==> src/rtl/maze_pkg.sv <==
// ============================================================================
// maze_pkg : shared maze types for the solver back-end (coordinates, moves, FSM)
// Revision : 1.0
// ============================================================================
`default_nettype none

package maze_pkg;

  localparam int MAZE_DIM = 15;

  typedef logic [3:0] coord_t;

  typedef enum logic [1:0] {
    DIR_XP = 2'd0,
    DIR_YP = 2'd1,
    DIR_XN = 2'd2,
    DIR_YN = 2'd3
  } dir_e;

  typedef enum logic [1:0] {
    IDLE    = 2'd0,
    COLLECT = 2'd1,
    DRAIN   = 2'd2,
    FIN     = 2'd3
  } state_e;

endpackage

`default_nettype wire

==> src/rtl/path_move_encoder_if.sv <==
// ============================================================================
// path_move_encoder_if : solver path input, move stream and per-path status
// Revision : 1.0
// ============================================================================
`default_nettype none

interface path_move_encoder_if #(
  parameter int CW = 4
);
  logic          in_valid;
  logic          in_not_valid;
  logic [CW-1:0] in_x;
  logic [CW-1:0] in_y;
  logic          mv_valid;
  logic          mv_ready;
  logic [1:0]    mv_dir;
  logic          mv_last;
  logic [CW-1:0] origin_x;
  logic [CW-1:0] origin_y;
  logic [7:0]    path_len;
  logic          no_path;
  logic          err;
  logic          done;
  logic          busy;

  modport master (
    output in_valid, in_not_valid, in_x, in_y, mv_ready,
    input  mv_valid, mv_dir, mv_last, origin_x, origin_y, path_len,
           no_path, err, done, busy
  );

  modport slave (
    input  in_valid, in_not_valid, in_x, in_y, mv_ready,
    output mv_valid, mv_dir, mv_last, origin_x, origin_y, path_len,
           no_path, err, done, busy
  );
endinterface

`default_nettype wire

==> src/rtl/path_fifo.sv <==
// ============================================================================
// path_fifo : synchronous FIFO with occupancy count and full/empty flags
// Revision : 1.0
// ============================================================================
`default_nettype none

module path_fifo #(
  parameter int DEPTH = 256,
  parameter int WIDTH = 2,
  parameter int CNTW  = $clog2(DEPTH + 1)
) (
  input  logic             clk,
  input  logic             rst_n,
  input  logic             push,
  input  logic [WIDTH-1:0] wdata,
  input  logic             pop,
  output logic [WIDTH-1:0] rdata,
  output logic [CNTW-1:0]  count,
  output logic             full,
  output logic             empty
);

  localparam int AW = (DEPTH > 1) ? $clog2(DEPTH) : 1;
  localparam logic [AW-1:0]   LAST_IDX = AW'(DEPTH - 1);
  localparam logic [CNTW-1:0] FULL_CNT = CNTW'(DEPTH);

  logic [WIDTH-1:0] mem [DEPTH];
  logic [AW-1:0]    wr_ptr;
  logic [AW-1:0]    rd_ptr;
  logic             push_ok;
  logic             pop_ok;

  assign full    = (count == FULL_CNT);
  assign empty   = (count == '0);
  assign push_ok = push && !full;
  assign pop_ok  = pop && !empty;
  assign rdata   = mem[rd_ptr];

  // Storage carries no reset; validity is tracked entirely by the pointers.
  always_ff @(posedge clk) begin
    if (push_ok) begin
      mem[wr_ptr] <= wdata;
    end
  end

  always_ff @(posedge clk or negedge rst_n) begin
    if (!rst_n) begin
      wr_ptr <= '0;
      rd_ptr <= '0;
      count  <= '0;
    end else begin
      if (push_ok) begin
        wr_ptr <= (wr_ptr == LAST_IDX) ? '0 : wr_ptr + AW'(1);
      end
      if (pop_ok) begin
        rd_ptr <= (rd_ptr == LAST_IDX) ? '0 : rd_ptr + AW'(1);
      end
      case ({push_ok, pop_ok})
        2'b10:   count <= count + CNTW'(1);
        2'b01:   count <= count - CNTW'(1);
        default: count <= count;
      endcase
    end
  end

endmodule

`default_nettype wire

==> src/rtl/path_move_encoder.sv <==
// ============================================================================
// path_move_encoder : converts the solver's coordinate stream into buffered
//                     2-bit move codes with per-path origin/length/error status
// Revision : 1.0
// ============================================================================
`default_nettype none

module path_move_encoder
  import maze_pkg::*;
#(
  parameter int DEPTH = 256,
  parameter int CW    = 4
) (
  input  logic                clk,
  input  logic                rst_n,
  path_move_encoder_if.slave  bus
);

  localparam int CNTW = $clog2(DEPTH + 1);
  localparam logic signed [CW:0] STEP_POS = (CW+1)'(1);
  localparam logic signed [CW:0] STEP_NEG = '1;

  state_e            state;
  state_e            state_nx;
  logic [CW-1:0]     prev_x;
  logic [CW-1:0]     prev_y;
  logic signed [CW:0] dx;
  logic signed [CW:0] dy;
  logic              step_ok;
  dir_e              step_dir;
  logic              push;
  logic              pop;
  logic [1:0]        head;
  logic [CNTW-1:0]   count;
  logic              full;
  logic              empty;

  assign dx = {1'b0, bus.in_x} - {1'b0, prev_x};
  assign dy = {1'b0, bus.in_y} - {1'b0, prev_y};

  // A legal step moves exactly one cell along exactly one axis.
  always_comb begin
    step_ok  = 1'b0;
    step_dir = DIR_XP;
    if (dy == '0) begin
      if (dx == STEP_POS) begin
        step_ok  = 1'b1;
        step_dir = DIR_XP;
      end else if (dx == STEP_NEG) begin
        step_ok  = 1'b1;
        step_dir = DIR_XN;
      end
    end else if (dx == '0) begin
      if (dy == STEP_POS) begin
        step_ok  = 1'b1;
        step_dir = DIR_YP;
      end else if (dy == STEP_NEG) begin
        step_ok  = 1'b1;
        step_dir = DIR_YN;
      end
    end
  end

  assign push = (state == COLLECT) && bus.in_valid && step_ok && !full;
  assign pop  = bus.mv_valid && bus.mv_ready;

  path_fifo #(
    .DEPTH (DEPTH),
    .WIDTH (2),
    .CNTW  (CNTW)
  ) u_fifo (
    .clk   (clk),
    .rst_n (rst_n),
    .push  (push),
    .wdata (step_dir),
    .pop   (pop),
    .rdata (head),
    .count (count),
    .full  (full),
    .empty (empty)
  );

  always_ff @(posedge clk or negedge rst_n) begin
    if (!rst_n) begin
      state <= IDLE;
    end else begin
      state <= state_nx;
    end
  end

  // While collecting, the newest move is held back so mv_last can be exact.
  always_comb begin
    state_nx     = state;
    bus.mv_valid = 1'b0;
    bus.mv_last  = 1'b0;
    bus.done     = 1'b0;
    bus.busy     = (state != IDLE);
    bus.mv_dir   = head;
    case (state)
      IDLE: begin
        if (bus.in_valid) begin
          state_nx = bus.in_not_valid ? FIN : COLLECT;
        end
      end
      COLLECT: begin
        bus.mv_valid = (count >= CNTW'(2));
        if (!bus.in_valid) begin
          state_nx = DRAIN;
        end
      end
      DRAIN: begin
        bus.mv_valid = !empty;
        bus.mv_last  = (count == CNTW'(1));
        if (empty) begin
          state_nx = FIN;
        end
      end
      FIN: begin
        bus.done = 1'b1;
        state_nx = IDLE;
      end
      default: state_nx = IDLE;
    endcase
  end

  always_ff @(posedge clk or negedge rst_n) begin
    if (!rst_n) begin
      prev_x       <= '0;
      prev_y       <= '0;
      bus.origin_x <= '0;
      bus.origin_y <= '0;
      bus.path_len <= '0;
      bus.no_path  <= 1'b0;
      bus.err      <= 1'b0;
    end else if (bus.in_valid) begin
      case (state)
        IDLE: begin
          bus.err      <= 1'b0;
          bus.path_len <= '0;
          if (bus.in_not_valid) begin
            bus.no_path <= 1'b1;
          end else begin
            bus.no_path  <= 1'b0;
            bus.origin_x <= bus.in_x;
            bus.origin_y <= bus.in_y;
            prev_x       <= bus.in_x;
            prev_y       <= bus.in_y;
          end
        end
        COLLECT: begin
          prev_x <= bus.in_x;
          prev_y <= bus.in_y;
          if (!step_ok || full) begin
            bus.err <= 1'b1;
          end else if (bus.path_len != 8'hFF) begin
            bus.path_len <= bus.path_len + 8'd1;
          end
        end
        default: bus.err <= 1'b1;
      endcase
    end
  end

endmodule

`default_nettype wire
==> src/flat_wrapper.sv <==
// flat-port wrapper written by rule: the top's interface ports become plain ports
module path_move_encoder_flat import maze_pkg::*;
#(
  parameter int DEPTH = 256,
  parameter int CW    = 4
)
  (clk, rst_n, bus_in_valid, bus_in_not_valid, bus_in_x, bus_in_y, bus_mv_ready, bus_mv_valid, bus_mv_dir, bus_mv_last, bus_origin_x, bus_origin_y, bus_path_len, bus_no_path, bus_err, bus_done, bus_busy);
  path_move_encoder_if #(.CW(CW)) bus_i ();
  input  logic clk;
  input  logic rst_n;
  input wire logic [$bits(bus_i.in_valid)-1:0] bus_in_valid;
  input wire logic [$bits(bus_i.in_not_valid)-1:0] bus_in_not_valid;
  input wire logic [$bits(bus_i.in_x)-1:0] bus_in_x;
  input wire logic [$bits(bus_i.in_y)-1:0] bus_in_y;
  input wire logic [$bits(bus_i.mv_ready)-1:0] bus_mv_ready;
  output wire logic [$bits(bus_i.mv_valid)-1:0] bus_mv_valid;
  output wire logic [$bits(bus_i.mv_dir)-1:0] bus_mv_dir;
  output wire logic [$bits(bus_i.mv_last)-1:0] bus_mv_last;
  output wire logic [$bits(bus_i.origin_x)-1:0] bus_origin_x;
  output wire logic [$bits(bus_i.origin_y)-1:0] bus_origin_y;
  output wire logic [$bits(bus_i.path_len)-1:0] bus_path_len;
  output wire logic [$bits(bus_i.no_path)-1:0] bus_no_path;
  output wire logic [$bits(bus_i.err)-1:0] bus_err;
  output wire logic [$bits(bus_i.done)-1:0] bus_done;
  output wire logic [$bits(bus_i.busy)-1:0] bus_busy;
  assign bus_i.in_valid = bus_in_valid;
  assign bus_i.in_not_valid = bus_in_not_valid;
  assign bus_i.in_x = bus_in_x;
  assign bus_i.in_y = bus_in_y;
  assign bus_i.mv_ready = bus_mv_ready;
  assign bus_mv_valid = bus_i.mv_valid;
  assign bus_mv_dir = bus_i.mv_dir;
  assign bus_mv_last = bus_i.mv_last;
  assign bus_origin_x = bus_i.origin_x;
  assign bus_origin_y = bus_i.origin_y;
  assign bus_path_len = bus_i.path_len;
  assign bus_no_path = bus_i.no_path;
  assign bus_err = bus_i.err;
  assign bus_done = bus_i.done;
  assign bus_busy = bus_i.busy;
  path_move_encoder #(.DEPTH(DEPTH), .CW(CW)) u_core (.clk(clk), .rst_n(rst_n), .bus(bus_i));
endmodule
==> config.mk <==
export PLATFORM = sky130hd
export DESIGN_NAME = path_move_encoder_flat
export DESIGN_NICKNAME = d
export VERILOG_FILES = /design/src/rtl/maze_pkg.sv /design/src/rtl/path_move_encoder_if.sv /design/src/rtl/path_fifo.sv /design/src/rtl/path_move_encoder.sv /design/src/flat_wrapper.sv
export SDC_FILE = /design/constraint.sdc
export NUM_CORES = 1
export LEC_CHECK = 0
export CAP_MARGIN = 20
export CORE_MARGIN = 4
export CORE_UTILIZATION = 30
export CTS_CLUSTER_DIAMETER = 50
export CTS_CLUSTER_SIZE = 25
export DETAILED_ROUTE_END_ITERATION = 10
export GPL_ROUTABILITY_DRIVEN = 0
export HOLD_SLACK_MARGIN = 0.02
export SYNTH_ARGS = -nofsm -noshare
export SYNTH_HDL_FRONTEND = slang
export SYNTH_SLANG_ARGS = --single-unit
==> constraint.sdc <==
create_clock -name clk -period 13.9 [get_ports clk]
set_clock_uncertainty 0.15 [all_clocks]
set_input_delay 2.78 -clock clk [delete_from_list [all_inputs] [get_ports clk]]
set_output_delay 2.78 -clock clk [all_outputs]
set_load 0.02 [all_outputs]
==> results of run 1 <==
-- power by group through the flow --
stage | clock (mW) | combinational, mW | sequential [mW]
CTS | 1.51 | 0.698 | 1.95
global placement | 0 | 0.687 | 1.98
floorplan | 0 | 0.495 | 1.96
global route | 1.58 | 0.745 | 1.95
detailed placement | 0 | 0.696 | 1.98
finish | 1.48 | 0.689 | 1.94
-- cells by family after synthesis --
group,after synthesis,synth area share
flip-flops,565,0.691
multiplexers,179,0.131
adder cells (fa/ha/maj),26,0.0141
buffers and inverters,123,0.0241
AND/OR/NAND/NOR,501,0.0865
XOR/XNOR,17,0.00616
AO/OA/AOI/OAI,161,0.0473
-- sequential cells by signal (all words and copies together) (netlist names) --
name and cells:
u_core.u_fifo.mem 512, u_core.u_fifo.count 9, u_core.bus.path_len 8, u_core.u_fifo.rd_ptr 8, u_core.u_fifo.wr_ptr 8, u_core.bus.origin_x 4
u_core.bus.origin_y 4, u_core.prev_x 4, u_core.prev_y 4, u_core.state 2, u_core.bus.err 1, u_core.bus.no_path 1
-- metrics by stage --
| stage | area (sq um) | total power, mW | utilization |
|---|---|---|---|
| floorplan | 24200 | 2.45 | - |
| global placement | 25600 | 2.67 | 0.323 |
| detailed placement | 25600 | 2.68 | 0.323 |
| CTS | 27400 | 4.15 | 0.345 |
| global route | 27400 | 4.28 | 0.345 |
| finish | 27400 | 4.11 | 0.345 |
-- metal layers --
layer / GRT usage / part of all wire
met1: 0.179 / 0.43
met2: 0.219 / 0.48
met3: 0.0268 / 0.063
met4: 0.0341 / 0.024
met5: 0 / 0
-- cell type report --
class                           count  area share
Sequential cell                   565       0.610
Multi-Input combinational cell    884       0.253
Tap cell                         1050      0.0479
Clock buffer                       50      0.0449
Timing Repair Buffer               60      0.0209
Clock inverter                     41      0.0195
Inverter                           27     0.00370
Antenna cell                        1   0.0000913
-- cell usage after synthesis (all sizes together) (13+ instances only) --
cell    count  area (sq um)
mux2i      51           510
o21ai      28           144
nor3       18          90.1
nand2     124           465
edfxtp    512         15400
mux2       20           225
a21oi      22           110
a22oi      24           180
nand3      13          65.1
mux4      108          2430
dfrtp      53          1330
clkbuf     43           161
buf        53           319
inv        25          93.8
ha         24           300
nor2      290          1090
-- layout by cell type, fill, tap and decap left out, drive strengths merged, types with 4 or more instances in the layout --
cell type / synthesis / routed
edfxtp: 512 / 512
nor2: 290 / 290
nand2: 124 / 124
mux4: 108 / 108
dfrtp: 53 / 53
mux2i: 51 / 51
clkbuf: 43 / 50
inv: 25 / 42
clkdlybuf4s50: 0 / 35
o21ai: 28 / 28
buf: 53 / 25
a22oi: 24 / 24
ha: 24 / 24
a21oi: 22 / 22
mux2: 20 / 20
nor3: 18 / 18
clkinv: 2 / 17
nand3: 13 / 13
o31ai: 9 / 9
xnor2: 9 / 9
a31oi: 8 / 8
nand2b: 8 / 8
xor2: 8 / 8
a221oi: 7 / 7
nor2b: 7 / 7
o311ai: 7 / 7
o211ai: 6 / 6
o22ai: 6 / 6
a22o: 5 / 5
nor4: 5 / 5
and3: 5 / 5
bufinv: 0 / 5
o2111ai: 5 / 5
a211oi: 4 / 4
nand4: 4 / 4
or2: 4 / 4
clkinvlp: 0 / 4
or3: 4 / 4
and2: 4 / 4
-- final timing paths --
check | slack (ns) | startpoint | depth (start not counted) | endpoint
max | 5.85 | u_core.u_fifo.rd_ptr[0] | 8 | bus_mv_dir[0]
min | 0.34 | u_core.bus.origin_x[0] | 2 | u_core.bus.origin_x[0]
max reg2reg | 9.18 | u_core.prev_x[0] | 13 | u_core.u_fifo.count[5]
min reg2reg | 0.34 | u_core.bus.origin_x[0] | 2 | u_core.bus.origin_x[0]
max in group asynchronous | 10.86 | rst_n | 2 | u_core.u_fifo.rd_ptr[1]
min in group asynchronous | 2.17 | rst_n | 2 | u_core.bus.origin_y[1]
-- worst min-delay path, cell delays in order (launching register included) --
cell and delay (ns):
dfrtp_1 0.35, nand2_1 0.05, o21ai_0 0.06
==> reports/metrics.yaml, run 1 <==
core-area_sq_um: 79400
grt_pass1_wl_um: 87500
drc_errors: 0
ys_ff_latch: 565
switching_share: 0.281
fin_tns_setup_ns: 0
synth_area_sq_um: 24200
clkTransAtPathRegs_ns: 0.08
dieArea_sq_um: 85200
crit_type: "flop to primary output"
critPathMaxStageDelay_ns: 0.82
fp.dieH_um: 292
portBuffers: 36
fillCellCount: 7634
finalCriticalPeriod_ns: 8.05
antenna_found_initial: 0
start_util: 0.305
clockRootBuffer: "clkbuf_16"
hold_slack_ns: 0.342
cap_violations: 0
setup_ws_ns: 5.85
fin_cells: 2678
slew_viol_final: 0
cts.sinks: 565
crit_chain: "clkinv_1 -> nor2_1 -> a221oi_1 -> a21oi_1 -> a311oi_1 -> nor4_1 -> o32ai_1 -> clkdlybuf4s50_1"
worstPathMaxFanout: 30
power_density_nw_per_um2: 150
ant_nets: 0
seq_area_sq_um: 16700
htreeDepth: 2
cp_top_family: "simple AND/OR/NAND/NOR gates"
syn_area_per_cell_sq_um: 15.4
dp_cells: 2586
cts_buffers: 49
overflow: 0
comb_power_share: 0.168
wl_per_cell_um: 21.3
hpwl_um: 33100
grt_pass1_vias: 14371
cts_hold_buf: 0
wirelength_um: 57000
firstDrtPassIters: 5
syn_inst: 1572
drtIter0Drc: 1130
ctsLongestPathBuffers: 3
crit_required_ns: 10.97
irDropWorstVdd_mv: 0.119
internal_power_mw: 2.96
num_rows: 103
multi_input_area_sq_um: 6940
drive_gt1_frac: 0.159
clock_latency_ns: 0.61
crit_path_start_kind: "flop"
critical_path.endpoint_type: "primary output"
fin_nets: 1626
rsz0062_at_grt: "no"
io_pins: 37
grtUsageTotal: 0.132
arrival_ns: 5.12
cts_tree: "built"
post-cts-setup-buffer-count: 0
grt_max_degree: 258
synth-async-reset-ratio: 0.0938
via_count: 13635
fmax_mhz: 124
setup_viol: 0
synthesis.nets: 1611
yosys_warnings: 0
pwr-share-seq: 0.473
worst_pin_slew_ns: 1.10
power_switching_mw: 1.15
finalCritPeriodShare: 0.579
p_leak_nw: 8.46
seq_area_frac_synth: 0.691
clock_power_share: 0.360
finalHoldViolations: 0
cp_num_buf_inv: 2
synth.distinct_cells: 67
synth-main-ff-cell: "edfxtp_1"
fp.dieW_um: 292
slowest_stage: "dfrtp_4"
pre_cts_ws_ns: 6.24
area_growth_pct: 13.4
status: "complete, no violations"
hold_class: "flop to flop"
cts_resized: 0
synth_edf_count: 512
slew_headroom: 0.266
viasPerCell: 5.09
Power figures use the tool's default switching activity.
==> run 2: changes to the inputs <==
- clock period: 13.9 -> 6.9 ns (I/O delays scaled with it)
==> reports/metrics.yaml, run 2 (synthesis results as in run 1) <==
hpwl_um: 36200  # +9.2%
dieArea_sq_um: 85200  # unchanged
hold_slack_ns: 0.340  # -0.00157 ns
grt_pass1_wl_um: 88800  # +1.4%
critical_path.endpoint_type: "primary output"
start_util: 0.305  # unchanged
cts_tree: "built"
area_growth_pct: 14.8
worstPathMaxFanout: 16  # -47%
grtUsageTotal: 0.133  # +0.00113
ctsLongestPathBuffers: 3  # unchanged
drc_errors: 0  # unchanged
clkTransAtPathRegs_ns: 0.07  # about the same
rsz0062_at_grt: "no"
fin_nets: 1650  # +1.5%
antenna_found_initial: 0  # unchanged
htreeDepth: 2  # unchanged
finalPower_mw: 8.44  # +110%
hold_class: "flop to flop"
setup_ws_ns: 0.679  # -5.17 ns
fillCellCount: 7607  # -0.35%
firstDrtPassIters: 5  # unchanged
status: "finished with violations"
fmax_mhz: 161
drive_gt1_frac: 0.176  # +0.0173
wl_per_cell_um: 21.4  # +0.58%
slowest_stage: "dfrtp_1"
slew_headroom: -0.0202  # -0.286
clockRootBuffer: "clkbuf_16"
arrival_ns: 4.69  # -0.43 ns
wirelength_um: 57900  # +1.6%
design_area_sq_um: 27700  # +1.2%
crit_required_ns: 5.37  # -5.60 ns
power_density_nw_per_um2: 304  # +100%
post-cts-setup-buffer-count: 0  # unchanged
top_regs: "u_core.u_fifo.mem (512), u_core.u_fifo.count (9)"
overflow: 0  # unchanged
cap_violations: 0  # unchanged
violations: "slew limit"
diodes: 0  # -1
critPathMaxStageDelay_ns: 0.80  # -0.02 ns
critical_path.most_common_cell: "a21oi_1"
pre_cts_ws_ns: 0.726  # -5.51 ns
io_pins: 37  # unchanged
grt_pass1_vias: 14275  # -0.67%
setup_viol: 0  # unchanged
cts.sinks: 565  # unchanged
grt_max_degree: 259  # +0.39%
largest_reg_flops: 512  # unchanged
fp.dieW_um: 292  # unchanged
worst_pin_slew_ns: 1.53  # +0.429 ns
crit_type: "flop to primary output"
fp.dieH_um: 292  # unchanged
largest_register: "u_core.u_fifo.mem"
drtIter0Drc: 1361  # +20%
via_count: 13780  # +1.1%
fin_tns_setup_ns: 0  # unchanged
slew_viol_final: 41  # +41
finalCriticalPeriod_ns: 6.22
crit_path_start_kind: "flop"
clock_latency_ns: 0.62  # about the same
portBuffers: 36  # unchanged
core-area_sq_um: 79400  # unchanged
final_cell_mix: "512 x edfxtp_1, 290 x nor2_1, 124 x nand2_1"
final_common_cell: "edfxtp_1"
cts_buffers: 55  # +12%
placed_cell_area_sq_um: 25900  # +1.0%
finalHoldViolations: 0  # unchanged
cts_resized: 0  # unchanged
finalCritPeriodShare: 0.902
crit_chain: "buf_4 -> and3b_1 -> a21oi_1 -> o211ai_1 -> a21oi_1 -> a311oi_1 -> nor4_1 -> o32ai_1 -> clkdlybuf4s50_1"
ant_nets: 0  # unchanged
viasPerCell: 5.09  # about the same
p_leak_nw: 8.60  # +1.7%
irDropWorstVdd_mv: 0.206  # +73%
cts_hold_buf: 0  # unchanged
num_rows: 103  # unchanged
[run 2: cell count changes in the layout (fill, tap and decap cells not counted), sizes merged]
cell / delta
buf: +18
bufinv: -3
clkbuf: +11
clkinv: +2
clkinvlp: +1
diode: -1
inv: -1
[run 2: path summary, 6_finish.rpt]
| kind | startpoint | end | slack, ns | depth (start not counted) |
|---|---|---|---|---|
| max | u_core.u_fifo.rd_ptr[3] | bus_mv_dir[0] | 0.68 | 9 |
| min | u_core.prev_y[0] | u_core.prev_y[0] | 0.34 | 2 |
| max reg2reg | u_core.prev_x[0] | u_core.u_fifo.mem[99][0] | 2.34 | 11 |
| min reg2reg | u_core.prev_y[0] | u_core.prev_y[0] | 0.34 | 2 |
| max in group asynchronous | rst_n | u_core.u_fifo.rd_ptr[0] | 5.29 | 2 |
| min in group asynchronous | rst_n | u_core.bus.origin_x[2] | 0.74 | 2 |
[run 2: metal layers]
layer | part of all wire | vias to the layer above | global-route usage
met4 | 0.018 | 0 | 0.0276
met1 | 0.43 | 7076 | 0.189
met3 | 0.074 | 74 | 0.0254
met2 | 0.48 | 518 | 0.216
met5 | 0 | - | 0
li1 | - | 6112 | -
[run 2: where the power goes]
group | switching [mW] | total (mW) | internal (mW)
clock network | 1.43 | 3.05 | 1.62
logic | 0.848 | 1.50 | 0.648
registers | 0.107 | 3.89 | 3.79
[run 2: through the flow]
| step | util | instances |
|---|---|---|
| after floorplan | - | 1572 |
| after global placement | 0.326 | 2604 |
| after detailed placement | 0.326 | 2604 |
| after CTS | 0.350 | 2705 |
| after global routing | 0.350 | 2705 |
| final | 0.350 | 2705 |
[run 2: worst max-delay path, delay by kind of cell (launching register included)]
| family | cells | cell delay (ns) |
|---|---|---|
| AO/OA/AOI/OAI | 5 | 1.60 |
| flip-flops | 1 | 0.80 |
| AND/OR/NAND/NOR | 2 | 0.52 |
| buffers and inverters | 2 | 1.13 |
[run 2: cell type report]
cell class,count,area (sq um),area share
clock buffer,61,1410,0.0508
inverter,27,114,0.00410
timing repair buffer,78,758,0.0273
multi-input combinational,884,7010,0.253
clock inverter,40,434,0.0156
tap,1050,1310,0.0473
sequential,565,16700,0.602
==> run 3: changes to the inputs <==
- DONT_BUFFER_PORTS: not set -> 1
==> reports/metrics.yaml, run 3 (synthesis results as in run 1) <==
cap_violations: 0  # unchanged
slew_viol_final: 0  # -100%
critical_path.endpoint_type: "primary output"
portBuffers: 0  # -100%
clockRootBuffer: "clkbuf_16"
wl_per_cell_um: 21.0  # -1.7%
internal_power_mw: 6.03  # -0.44%
fin_util: 0.345  # -0.00451
fp.dieH_um: 292  # unchanged
power_density_nw_per_um2: 307  # +1.1%
largest_register: "u_core.u_fifo.mem"
cts_hold_buf: 0  # unchanged
htreeDepth: 2  # unchanged
grt_max_degree: 259  # unchanged
viasPerCell: 5.10  # about the same
clock_power_share: 0.371  # +0.010
fin_nets: 1608  # -2.5%
ant_nets: 0  # unchanged
fmax_mhz: 170  # +5.9%
via_count: 13584  # -1.4%
placed_cell_area_sq_um: 25500  # -1.6%
grt_pass1_wl_um: 85400  # -3.8%
design_area_sq_um: 27400  # -1.3%
worstPathMaxFanout: 15  # -1
clkTransAtPathRegs_ns: 0.07  # about the same
drive_gt1_frac: 0.177  # +0.00137
ctsLongestPathBuffers: 3  # unchanged
r2r_slack_ns: 2.22  # -0.12 ns
hpwl_um: 34500  # -4.6%
diodes: 0  # unchanged
largest_reg_flops: 512  # unchanged
arrival_ns: 4.35  # -0.34 ns
final_common_cell: "edfxtp_1"
cts.sinks: 565  # unchanged
overflow: 0  # unchanged
cts_tree: "built"
slew_headroom: 0.183  # +0.203
fp.dieW_um: 292  # unchanged
top_regs: "u_core.u_fifo.mem (512), u_core.u_fifo.count (9)"
switching_share: 0.284  # +0.00135
io_pins: 37  # unchanged
final_cell_mix: "512 x edfxtp_1, 290 x nor2_1, 124 x nand2_1"
cts_buffers: 55  # unchanged
r2r_cells: 10  # -1
crit_type: "flop to primary output"
num_rows: 103  # unchanged
p_leak_nw: 8.47  # -1.5%
antenna_found_initial: 0  # unchanged
finalHoldViolations: 0  # unchanged
core-area_sq_um: 79400  # unchanged
post-cts-setup-buffer-count: 0  # unchanged
firstDrtPassIters: 5  # unchanged
status: "complete, no violations"
start_util: 0.305  # unchanged
wirelength_um: 56000  # -3.2%
drtIter0Drc: 1300  # -4.5%
grtUsageTotal: 0.128  # -0.00499
dieArea_sq_um: 85200  # unchanged
crit_path_start_kind: "flop"
r2r_start: "u_core.prev_y[1]"
worst_pin_slew_ns: 1.23  # -0.305 ns
power_switching_mw: 2.39  # +0.23%
clock_latency_ns: 0.62  # about the same
cts_resized: 0  # unchanged
comb_power_share: 0.158  # -0.019
worst_r2r_endpoint: "u_core.u_fifo.mem[137][0]"
drc_errors: 0  # unchanged
critPathLaunch: "u_core.u_fifo.rd_ptr[2]"
irDropWorstVdd_mv: 0.272  # +32%
rsz0062_at_grt: "no"
finalCritPeriodShare: 0.852  # -0.0499
pwr-share-seq: 0.471  # +0.009
area_growth_pct: 13.3
crit_required_ns: 5.37  # about the same
hold_class: "input port to async pin"
finalCriticalPeriod_ns: 5.88  # -0.345 ns
grt_pass1_vias: 13990  # -2.0%
setup_viol: 0  # unchanged
run 3: cell type report:
| type | instances | area (sq um) |
|---|---|---|
| fillers | 7657 | 52000 |
| flip-flops and latches | 565 | 16700 |
| clock inverters | 46 | 531 |
| clock buffers | 56 | 1380 |
| inverters | 27 | 114 |
| multi-input cells | 884 | 7010 |
| repair buffers | 36 | 333 |
| well taps | 1050 | 1310 |
run 3: per-stage QoR:
stage          hold slack (ns)  total power [mW]  setup WS, ns  cells  TNS (ns)
2_1_floorplan            0.304              4.98       -0.0178   1572     -4.55
3_3_place_gp             0.328              5.36          1.23   2561         0
5_1_grt                  0.275              8.76         0.897   2664         0
4_1_cts                  0.263              8.50          1.10   2664         0
6_report                 0.303              8.42          1.02   2664         0
3_5_place_dp             0.330              5.38          1.12   2562         0
run 3: worst max-delay path, stage by stage, from the launching register on:
cell and delay [ns]:
dfrtp_1 0.75, clkinv_1 0.19, buf_4 0.26, nor2_1 0.77, a22oi_1 0.16, a21oi_1 0.43, a311oi_1 0.09, nor4_1 0.60
o32ai_1 0.24, buf_4 0.22
run 3: worst max-delay path by stage:
| stage | cells after the start | to | slack (ns) |
|---|---|---|---|
| after floorplan | 7 | u_core.u_fifo.mem[0][1] | -0.02 |
| after global placement | 11 | u_core.u_fifo.mem[219][0] | 1.23 |
| after detailed placement | 11 | u_core.u_fifo.mem[107][1] | 1.12 |
| after CTS | 9 | bus_mv_dir[0] | 1.10 |
| after global routing | 8 | bus_mv_dir[1] | 0.90 |
| final | 9 | bus_mv_dir[0] | 1.02 |
run 3: routing by layer:
layer  up-vias  share of wire  wire, um  track usage
li1       6037              -         -            -
met1      7015           0.42     23300        0.175
met2       466           0.51     28300        0.216
met3        66          0.061      3410       0.0211
met4         0          0.018      1010       0.0308
met5         -              0         0            0
run 3: power groups by stage:
stage / combinational, mW / sequential (mW) / clock [mW]
final: 1.33 / 3.97 / 3.13
after global routing: 1.43 / 3.98 / 3.35
after CTS: 1.34 / 3.97 / 3.19
after detailed placement: 1.34 / 4.04 / 0
after global placement: 1.32 / 4.04 / 0
after floorplan: 1.05 / 3.94 / 0
